File: config.mk
export PLATFORM = sky130hd
export DESIGN_NAME = coeff_loader
export DESIGN_NICKNAME = d
export VERILOG_FILES = /design/src/rtl/coeff_loader.sv
export SDC_FILE = /design/constraint.sdc
export NUM_CORES = 1
export LEC_CHECK = 0
export ABC_AREA = 1
export CELL_PAD_IN_SITES_DETAIL_PLACEMENT = 1
export CELL_PAD_IN_SITES_GLOBAL_PLACEMENT = 1
export CORE_ASPECT_RATIO = 0.5
export CORE_MARGIN = 10
export CORE_UTILIZATION = 35
export DETAILED_ROUTE_END_ITERATION = 10
export PLACE_DENSITY_LB_ADDON = 0.1
export SYNTH_ARGS = -nofsm -noshare
export SYNTH_HDL_FRONTEND = slang
export SYNTH_SLANG_ARGS = --single-unit
File: constraint.sdc
create_clock -name clk -period 6.79 [get_ports clk]
set_input_delay 1.358 -clock clk [delete_from_list [all_inputs] [get_ports clk]]
set_output_delay 1.358 -clock clk [all_outputs]
set_load 0.005 [all_outputs]
File: src/rtl/coeff_loader.sv
// Coefficient loader: accepts LENGTH signed words into a tap table read by the FIR datapath.
// Optional running checksum of the current load is enabled with `define COEFF_CHECKSUM_EN.
module coeff_loader #(
    parameter int WIDTH  = 16,
    parameter int LENGTH = 6,
    localparam int ADDRESS_BIT = $clog2(LENGTH)
) (
    input  logic                     clk,
    input  logic                     rst_n,
    input  logic                     start,
    input  logic signed [WIDTH-1:0]  in_data,
    input  logic                     in_valid,
    output logic                     in_ready,
    input  logic [ADDRESS_BIT-1:0]   address,
    output logic signed [WIDTH-1:0]  out_put,
    output logic                     busy,
    output logic                     load_done,
    output logic [ADDRESS_BIT:0]     wr_count
`ifdef COEFF_CHECKSUM_EN
    ,
    output logic signed [WIDTH+ADDRESS_BIT:0] checksum
`endif
);

    typedef enum logic [1:0] {IDLE, LOAD, DONE} state_t;

    localparam logic [ADDRESS_BIT:0] LAST_INDEX = (ADDRESS_BIT+1)'(LENGTH - 1);
    localparam logic [ADDRESS_BIT:0] SLOT_COUNT = (ADDRESS_BIT+1)'(LENGTH);

    state_t                  state;
    state_t                  next_state;
    logic signed [WIDTH-1:0] data [LENGTH];
    logic                    handshake;
    logic                    start_load;

    assign handshake = in_valid & in_ready;

    always_ff @(posedge clk) begin
        if (!rst_n) begin
            state <= IDLE;
        end else begin
            state <= next_state;
        end
    end

    always_comb begin
        next_state = state;
        in_ready   = 1'b0;
        busy       = 1'b0;
        load_done  = 1'b0;
        start_load = 1'b0;
        case (state)
            IDLE: begin
                if (start) begin
                    next_state = LOAD;
                    start_load = 1'b1;
                end
            end
            LOAD: begin
                in_ready = 1'b1;
                busy     = 1'b1;
                // start is deliberately ignored here; only the last handshake leaves LOAD
                if (in_valid && (wr_count == LAST_INDEX)) begin
                    next_state = DONE;
                end
            end
            DONE: begin
                load_done = 1'b1;
                if (start) begin
                    next_state = LOAD;
                    start_load = 1'b1;
                end
            end
            default: next_state = IDLE;
        endcase
    end

    always_ff @(posedge clk) begin
        if (!rst_n) begin
            wr_count <= '0;
        end else if (start_load) begin
            wr_count <= '0;
        end else if (handshake) begin
            wr_count <= wr_count + 1'b1;
        end
    end

    // Slots not yet rewritten in a reload keep their old value
    always_ff @(posedge clk) begin
        if (!rst_n) begin
            for (int i = 0; i < LENGTH; i++) begin
                data[i] <= '0;
            end
        end else if (handshake) begin
            data[wr_count[ADDRESS_BIT-1:0]] <= in_data;
        end
    end

    always_comb begin
        out_put = '0;
        if ({1'b0, address} < SLOT_COUNT) begin
            out_put = data[address];
        end
    end

`ifdef COEFF_CHECKSUM_EN
    always_ff @(posedge clk) begin
        if (!rst_n) begin
            checksum <= '0;
        end else if (start_load) begin
            checksum <= '0;
        end else if (handshake) begin
            checksum <= checksum + {{(ADDRESS_BIT+1){in_data[WIDTH-1]}}, in_data};
        end
    end
`endif

endmodule
==> metrics, run 1 <==
WP data required=5430 ps; routed via count=4443; Mapped Cells=642; First DRT Iteration DRCs=296; die height=114 um; CP Max Fanout=17; Tot GR Track Use=0.150; Max-Cap Viols=0; Slowest-stage cell, CP=clkinv_1; Synth top area share=0.617; DR vias/cell=4.78; reg2reg setup slack=3540 ps; final core utilization=0.433; IO Count=46; period utilisation layout=0.771; FP Rows=34; Seq/Total Area, Yosys=0.636; Mapped Area=6230 um2; Slew Limit Fails=0; Tot Pwr=2.17 mW; Pwr Density=289 nW/um2; full die area=23900 um2; number of port buffers=45; initial antenna violation count=0; Commonest cells post-synth=283 x nand2_1, 128 x edfxtp_1, 94 x nor2_1; crit path kind=in -> out; post-layout min period=5230 ps; cts hold-fix bufs=0; per-cell routed wire length=18.6 um; Max Freq=0.191 GHz; clock sinks=134; Cell variety after synth=28; Clock transition at path regs=60 ps; TritonCTS Buffers=17; syn_nets=667; mean area per synthesized cell=9.70 um2; ys flop type=edfxtp_1; RSZ-0062 raised after global routing=no; Critical Path Max Stage Delay=550 ps; Post-DRT Antenna Nets=0; setup tns final=0 ps; vias in the first global route=4824; drt total wl=17300 um; Slew headroom=0.289; # setup viols final=0; detailed-route DRC error count=0; post-CTS setup buffer count=0; GPL Wtd Cong=0.748; global-route wire length before repair=27300 um; critical path launch point type=primary input; status=complete, no violations; Clock Tree Buf Depth=2; total grt overflow=0; Hold Vio Cnt, Final=0; post-DP HPWL=10300 um; Area growth syn-to-layout=20.9%; pin count of the biggest net entering global routing=65; Leak=3.15 nW; TritonRoute pass-1 iters=4; die width=209 um; Nets=708; Antenna diodes=0; count leader, synth=nand2_1; Worst Skew=10.7 ps; CTS resizes=0; area leader, netlist=edfxtp_1; Yosys reg bits=134; Synth async-reset ratio=0; crit-path cells=clkdlybuf4s50_1 -> clkinv_1 -> nor2_1 -> buf_4 -> nand2_1 -> nand2_1 -> clkdlybuf4s50_1; Least-Margin Pin Slew=1060 ps; CTS tree=done; EDFF count, synth=128; crit path capture type=primary output; class of the worst hold path=reg -> reg; layout cells sized above 1=0.111; Synth area leaders=edfxtp_1 62%, nand2_1 17%, nor2_1 5.7%; Worst Path Arrival=3880 ps; VDD IR max=171 uV; H-tree depth=4; initial core utilization=0.358; Skew-Pair Late Insertion Delay=420 ps; Core Area=17400 um2; yosys warns=0; root buffer cell=clkbuf_16
==> report_power, final <==
group / internal [mW] / leakage [nW] / total (mW) / switching, mW
combinational: 0.0489 / 1.44 / 0.141 / 0.0918
sequential: 0.925 / 1.37 / 0.933 / 0.00774
clock: 0.730 / 0.338 / 1.10 / 0.371
==> through the flow <==
| step | worst slack (ps) | hold WS (ps) | cells | instance area (um2) |
|---|---|---|---|---|
| floorplan | 3290 | 505 | 642 | 6230 |
| global placement | 1600 | 511 | 898 | 6840 |
| detailed placement | 1550 | 517 | 898 | 6840 |
| CTS | 1540 | 530 | 929 | 7530 |
| global route | 1330 | 579 | 929 | 7530 |
| finish | 1560 | 519 | 929 | 7530 |
==> cells by family after synthesis <==
family	share of synthesized area
AO/OA/AOI/OAI	0.0217
adder cells (fa/ha/maj)	0.00402
buffers and inverters	0.0482
flip-flops	0.636
AND/OR/NAND/NOR	0.290
==> metal layers <==
layer	part of all wire	track usage	vias to the layer above
met3	0.041	0.0365	12
met1	0.51	0.206	2221
li1	-	-	2145
met2	0.44	0.230	65
met5	0	0	-
met4	0.0087	0.0414	0
==> registers in the layout, summed over array words and instances, names as in the netlist <==
register,count
data,128
state,2
wr_count,4
==> worst paths after layout <==
kind | depth (start not counted) | start | to
setup reg to reg | 4 | state[0] | data[3][4]
hold / removal | 2 | wr_count[3] | wr_count[3]
setup / recovery | 7 | address[2] | out_put[14]
hold reg to reg | 2 | wr_count[3] | wr_count[3]
==> cell type report <==
class                           instances  area (um2)
Fill cell                            1952        9860
Sequential cell                       134        3960
Multi-Input combinational cell        448        1970
Tap cell                              234         293
Clock inverter                         14         272
Timing Repair Buffer                   52         498
Clock buffer                           17         425
Inverter                               30         113
==> worst max-delay path, delay by kind of cell <==
kind                   cells  cell delay [ps]
AND/OR/NAND/NOR            3              690
buffers and inverters      4             1830
==> cell usage in the layout, fill, tap and decap left out <==
master           synthesis  final
clkdlybuf4s50_1          0     44
nand4_2                  3      3
nor3_2                   1      2
nand3_1                  4      4
buf_4                    4      7
nor2_1                  94     94
nand4_1                  1      1
nand4_4                  2      2
nand2_4                  9      9
inv_6                    0      3
nor2_8                   1      1
nor3b_1                  1      1
bufinv_16                0      7
edfxtp_1               128    128
nand2_1                283    283
nor2_2                  16     16
nand3_4                  1      1
nor2_4                   2      2
inv_1                   24     24
a21oi_1                  3      3
buf_2                   10      1
ha_1                     2      2
clkbuf_16                0     17
clkinv_1                 4      4
dfxtp_1                  6      6
clkinv_4                 0      4
inv_2                    2      2
o21ai_0                 24     24
Note: power is estimated with default switching activity, not from simulation.
==> inputs of run 2 (changes only) <==
==> constraint.sdc (replaced) <==
create_clock -name clk -period 4.9 [get_ports clk]
set_input_delay 0.98 -clock clk [delete_from_list [all_inputs] [get_ports clk]]
set_output_delay 0.98 -clock clk [all_outputs]
set_load 0.005 [all_outputs]
==> metrics, run 2 (same netlist as run 1, synthesis figures left out) <==
status=complete, no violations; Post-DRT Antenna Nets=0 (unchanged); Core Area=17400 um2 (unchanged); Area growth syn-to-layout=20.8%; Worst Path Arrival=2820 ps (-1060 ps); CTS tree=done; H-tree depth=4 (unchanged); post-CTS setup buffer count=0 (unchanged); DR vias/cell=4.62 (-3.4%); biggest regs=data: 128 flops, wr_count: 4 flops, state: 2 flops; root buffer cell=clkbuf_16; FP Rows=34 (unchanged); post-layout min period=3800 ps; Tot GR Track Use=0.146 (-0.00322); critical path launch point type=primary input; GPL Wtd Cong=0.741 (-0.94%); Worst Skew=9.93 ps (-0.815 ps); CP Max Fanout=24 (+7); TritonRoute pass-1 iters=4 (unchanged); Tot Pwr=2.84 mW (+31%); post-DP HPWL=10700 um (+3.5%); Clock transition at path regs=60 ps (about the same); VDD IR max=263 uV (+54%); number of port buffers=45 (unchanged); post-route cell area=7520 um2 (-0.15%); Slew headroom=0.288 (-0.000835); setup tns final=0 ps (unchanged); full die area=23900 um2 (unchanged); Skew-Pair Late Insertion Delay=410 ps (about the same); most common cell after layout, fill and taps aside=nand2_1; Clock Tree Buf Depth=2 (unchanged); pin count of the biggest net entering global routing=65 (unchanged); layout cells sized above 1=0.119 (+0.00870); drt total wl=17000 um (-1.6%); CP startpoint=address[1]; global-route wire length before repair=26900 um (-1.5%); DP Area=6900 um2 (+0.88%); TritonCTS Buffers=17 (unchanged); most frequent cells in the layout=283 x nand2_1, 128 x edfxtp_1, 94 x nor2_1, 44 x clkdlybuf4s50_1; Largest Register=data; crit path kind=in -> out; clock sinks=134 (unchanged); Min-Delay Startpoint=wr_count[3]; Least-Margin Pin Slew=1060 ps (+1.25 ps); Max Freq=0.263 GHz; initial core utilization=0.358 (unchanged); IO Count=46 (unchanged); Hold Vio Cnt, Final=0 (unchanged); Max-Cap Viols=0 (unchanged); Nets=716 (+1.1%); period utilisation layout=0.775; max reg flops=128 (unchanged); initial antenna violation count=0 (unchanged); per-cell routed wire length=18.2 um (-2.4%); crit path capture type=primary output; routed via count=4330 (-2.5%); RSZ-0062 raised after global routing=no; vias in the first global route=4568 (-5.3%); # setup viols final=0 (unchanged); First DRT Iteration DRCs=269 (-9.1%); Slew Limit Fails=0 (unchanged); Leak=3.15 nW (about the same); detailed-route DRC error count=0 (unchanged); Antenna diodes=0 (unchanged); die width=209 um (unchanged); class of the worst hold path=reg -> reg; final hold slack=531 ps (+11.5 ps); WP data required=3920 ps (-1510 ps); launch point of the worst reg-to-reg path=wr_count[0]; cts hold-fix bufs=0 (unchanged); total grt overflow=0 (unchanged); die height=114 um (unchanged); CTS resizes=0 (unchanged); Pwr Density=378 nW/um2 (+31%); final core utilization=0.432 (-0.000647)
-- run 2: power by group --
part	internal, mW	switching, mW	leakage [nW]	total, mW
Combinational	0.0705	0.126	1.48	0.197
Clock	0.855	0.495	0.298	1.35
Sequential	1.28	0.0110	1.37	1.29
Total	2.21	0.633	3.15	2.84
-- run 2: worst max-delay path, cell delays in order --
cell             delay [ps]
clkdlybuf4s50_1         420
inv_1                    70
buf_4                   290
o21ai_0                 140
o21ai_0                 250
nand2_1                  90
nand2_1                  60
clkdlybuf4s50_1         500
-- run 2: area by class of cell --
type | count | area (um2)
fillers | 1958 | 9880
flip-flops and latches | 134 | 3960
multi-input cells | 448 | 1970
repair buffers | 60 | 558
clock buffers | 17 | 425
well taps | 234 | 293
clock inverters | 14 | 200
inverters | 30 | 113
-- run 2: path summary, 6_finish.rpt --
path / depth (start not counted) / slack [ps] / to
worst min register to register: 2 / 530 / wr_count[3]
worst min-delay path: 2 / 530 / wr_count[3]
worst max-delay path: 8 / 1100 / out_put[6]
worst max register to register: 4 / 2280 / data[4][14]
-- run 2: metal layers --
layer,vias up,track usage,part of all wire
met5,-,0,0
met3,4,0.0425,0.062
met4,0,0.0324,0.0026
li1,2167,-,-
met1,2083,0.208,0.50
met2,76,0.216,0.43
-- run 2: metrics by stage --
step	instances	worst slack [ps]
after global routing	937	926
final	937	1100
after detailed placement	906	1060
after floorplan	642	2080
after CTS	937	1050
after global placement	906	1030
==> inputs of run 3 (changes only) <==
==> constraint.sdc (replaced) <==
create_clock -name clk -period 4 [get_ports clk]
set_input_delay 0.8 -clock clk [delete_from_list [all_inputs] [get_ports clk]]
set_output_delay 0.8 -clock clk [all_outputs]
set_load 0.005 [all_outputs]
==> metrics, run 3 (same netlist as run 1, synthesis figures left out) <==
Clock Tree Buf Depth=2 (unchanged); Antenna diodes=0 (unchanged); WP data required=3200 ps (-720 ps); initial core utilization=0.358 (unchanged); Largest Register=data; class of the worst hold path=reg -> reg; GRT busiest layer=met2; GR Util met3=0.0359 (-0.00654); Tot Pwr=3.38 mW (+19%); Nets=722 (+0.84%); Slowest-stage cell, CP=clkdlybuf4s50_1; CTS resizes=0 (unchanged); GPL Wtd Cong=0.728 (-1.8%); Clock transition at path regs=70 ps (about the same); Critical path buffers and inverters=4 (unchanged); DP Area=6990 um2 (+1.4%); Hold Vio Cnt, Final=0 (unchanged); crit-path cells=clkdlybuf4s50_1 -> buf_4 -> nor2_1 -> buf_4 -> nand2_1 -> nand2_1 -> clkdlybuf4s50_1; Worst path depth=7 (-1); met2 Usage GRT=0.224 (+0.00813); pin count of the biggest net entering global routing=65 (unchanged); First DRT Iteration DRCs=201 (-25%); Tot GR Track Use=0.145 (-0.00170); # setup viols final=0 (unchanged); DR vias/cell=4.73 (+2.4%); Slew headroom=0.594 (+0.306); crit path capture type=primary output; Worst Reg-to-Reg Cells=5 (+1); IO Count=46 (unchanged); Max Freq=0.290 GHz; full die area=23900 um2 (unchanged); VDD IR max=328 uV (+25%); number of port buffers=45 (unchanged); CP Max Fanout=24 (unchanged); post-layout min period=3450 ps; Core Area=17400 um2 (unchanged); RSZ-0062 raised after global routing=no; vias in the first global route=4500 (-1.5%); Pwr Density=447 nW/um2 (+18%); TritonRoute pass-1 iters=4 (unchanged); layout cells sized above 1=0.127 (+0.00745); setup tns final=0 ps (unchanged); CTS tree=done; routed via count=4464 (+3.1%); Least-Margin Pin Slew=605 ps (-459 ps); critical path launch point type=primary input; crit path kind=in -> out; die width=209 um (unchanged); post-DP HPWL=10600 um (-0.94%); FP Rows=34 (unchanged); Worst Path Arrival=2650 ps (-170 ps); most frequent cells in the layout=283 x nand2_1, 128 x edfxtp_1, 94 x nor2_1, 44 x clkdlybuf4s50_1; cts hold-fix bufs=0 (unchanged); biggest regs=data: 128 flops, wr_count: 4 flops, state: 2 flops; Post-DRT Antenna Nets=0 (unchanged); per-cell routed wire length=17.8 um (-1.9%); Area growth syn-to-layout=21.5%; status=complete, no violations; CP delay by family, top=buffers and inverters; Worst Skew=14.4 ps (+4.48 ps); max reg flops=128 (unchanged); most common cell after layout, fill and taps aside=nand2_1; Critical Path Max Stage Delay=500 ps (about the same); Slew Limit Fails=0 (unchanged); H-tree depth=4 (unchanged); post-route cell area=7570 um2 (+0.62%); grt met1 use=0.200 (-0.00838); post-CTS setup buffer count=0 (unchanged); die height=114 um (unchanged); initial antenna violation count=0 (unchanged); Leak=3.17 nW (+0.56%); Skew-Pair Late Insertion Delay=420 ps (about the same); clock sinks=134 (unchanged); root buffer cell=clkbuf_16; global-route wire length before repair=26300 um (-2.0%); Max-Cap Viols=0 (unchanged); detailed-route DRC error count=0 (unchanged); total grt overflow=0 (unchanged); TritonCTS Buffers=17 (unchanged); worst hold path depth=2 (unchanged); period utilisation layout=0.861; drt total wl=16800 um (-1.3%)
-- run 3: cell count changes in the layout (fill, tap and decap cells not counted) --
cell | previous run | this run
clkinv_4 | 4 | 1
clkinv_1 | 5 | 4
inv_6 | 3 | 5
clkinv_2 | 0 | 1
clkbuf_1 | 0 | 1
bufinv_16 | 4 | 2
buf_4 | 15 | 17
buf_12 | 0 | 4
clkinvlp_4 | 2 | 4
-- run 3: final timing paths --
kind	startpoint	endpoint	slack, ps
worst max-delay path	address[1]	out_put[15]	550
worst min register to register	wr_count[3]	wr_count[3]	530
worst min-delay path	wr_count[3]	wr_count[3]	530
worst max register to register	wr_count[2]	data[2][9]	1710
-- run 3: through the flow --
stage / setup slack [ps] / cells / hold slack, ps / utilization
final: 554 / 943 / 526 / 0.435
after global routing: 442 / 943 / 595 / 0.435
after CTS: 525 / 943 / 526 / 0.435
after detailed placement: 537 / 912 / 513 / 0.402
after global placement: 591 / 912 / 514 / 0.402
after floorplan: 1360 / 642 / 505 / -
-- run 3: power breakdown --
part           internal (mW)  switching [mW]  total [mW]
combinational         0.0946           0.158       0.253
sequential              1.57          0.0127        1.58
clock                  0.923           0.624        1.55
total                   2.59           0.795        3.38
-- run 3: worst reg2reg max path, cell delays in order (launching register included) --
cell and delay (ps):
dfxtp_1 470, clkinv_1 370, nand4_2 210, buf_4 290, nand2_1 370, buf_4 320
-- run 3: metal layers --
metal / part of all wire / up-vias / routed length (um)
met5: 0 / - / 0
met4: 0.0052 / 0 / 87
met3: 0.048 / 10 / 808
met2: 0.44 / 73 / 7380
met1: 0.51 / 2203 / 8520
li1: - / 2178 / -
-- run 3: area by class of cell --
cell class | instances | area, um2
Inverter | 30 | 113
Clock buffer | 18 | 429
Timing Repair Buffer | 66 | 653
Sequential cell | 134 | 3960
Clock inverter | 13 | 148
Fill cell | 1958 | 9830
Multi-Input combinational cell | 448 | 1970
Tap cell | 234 | 293
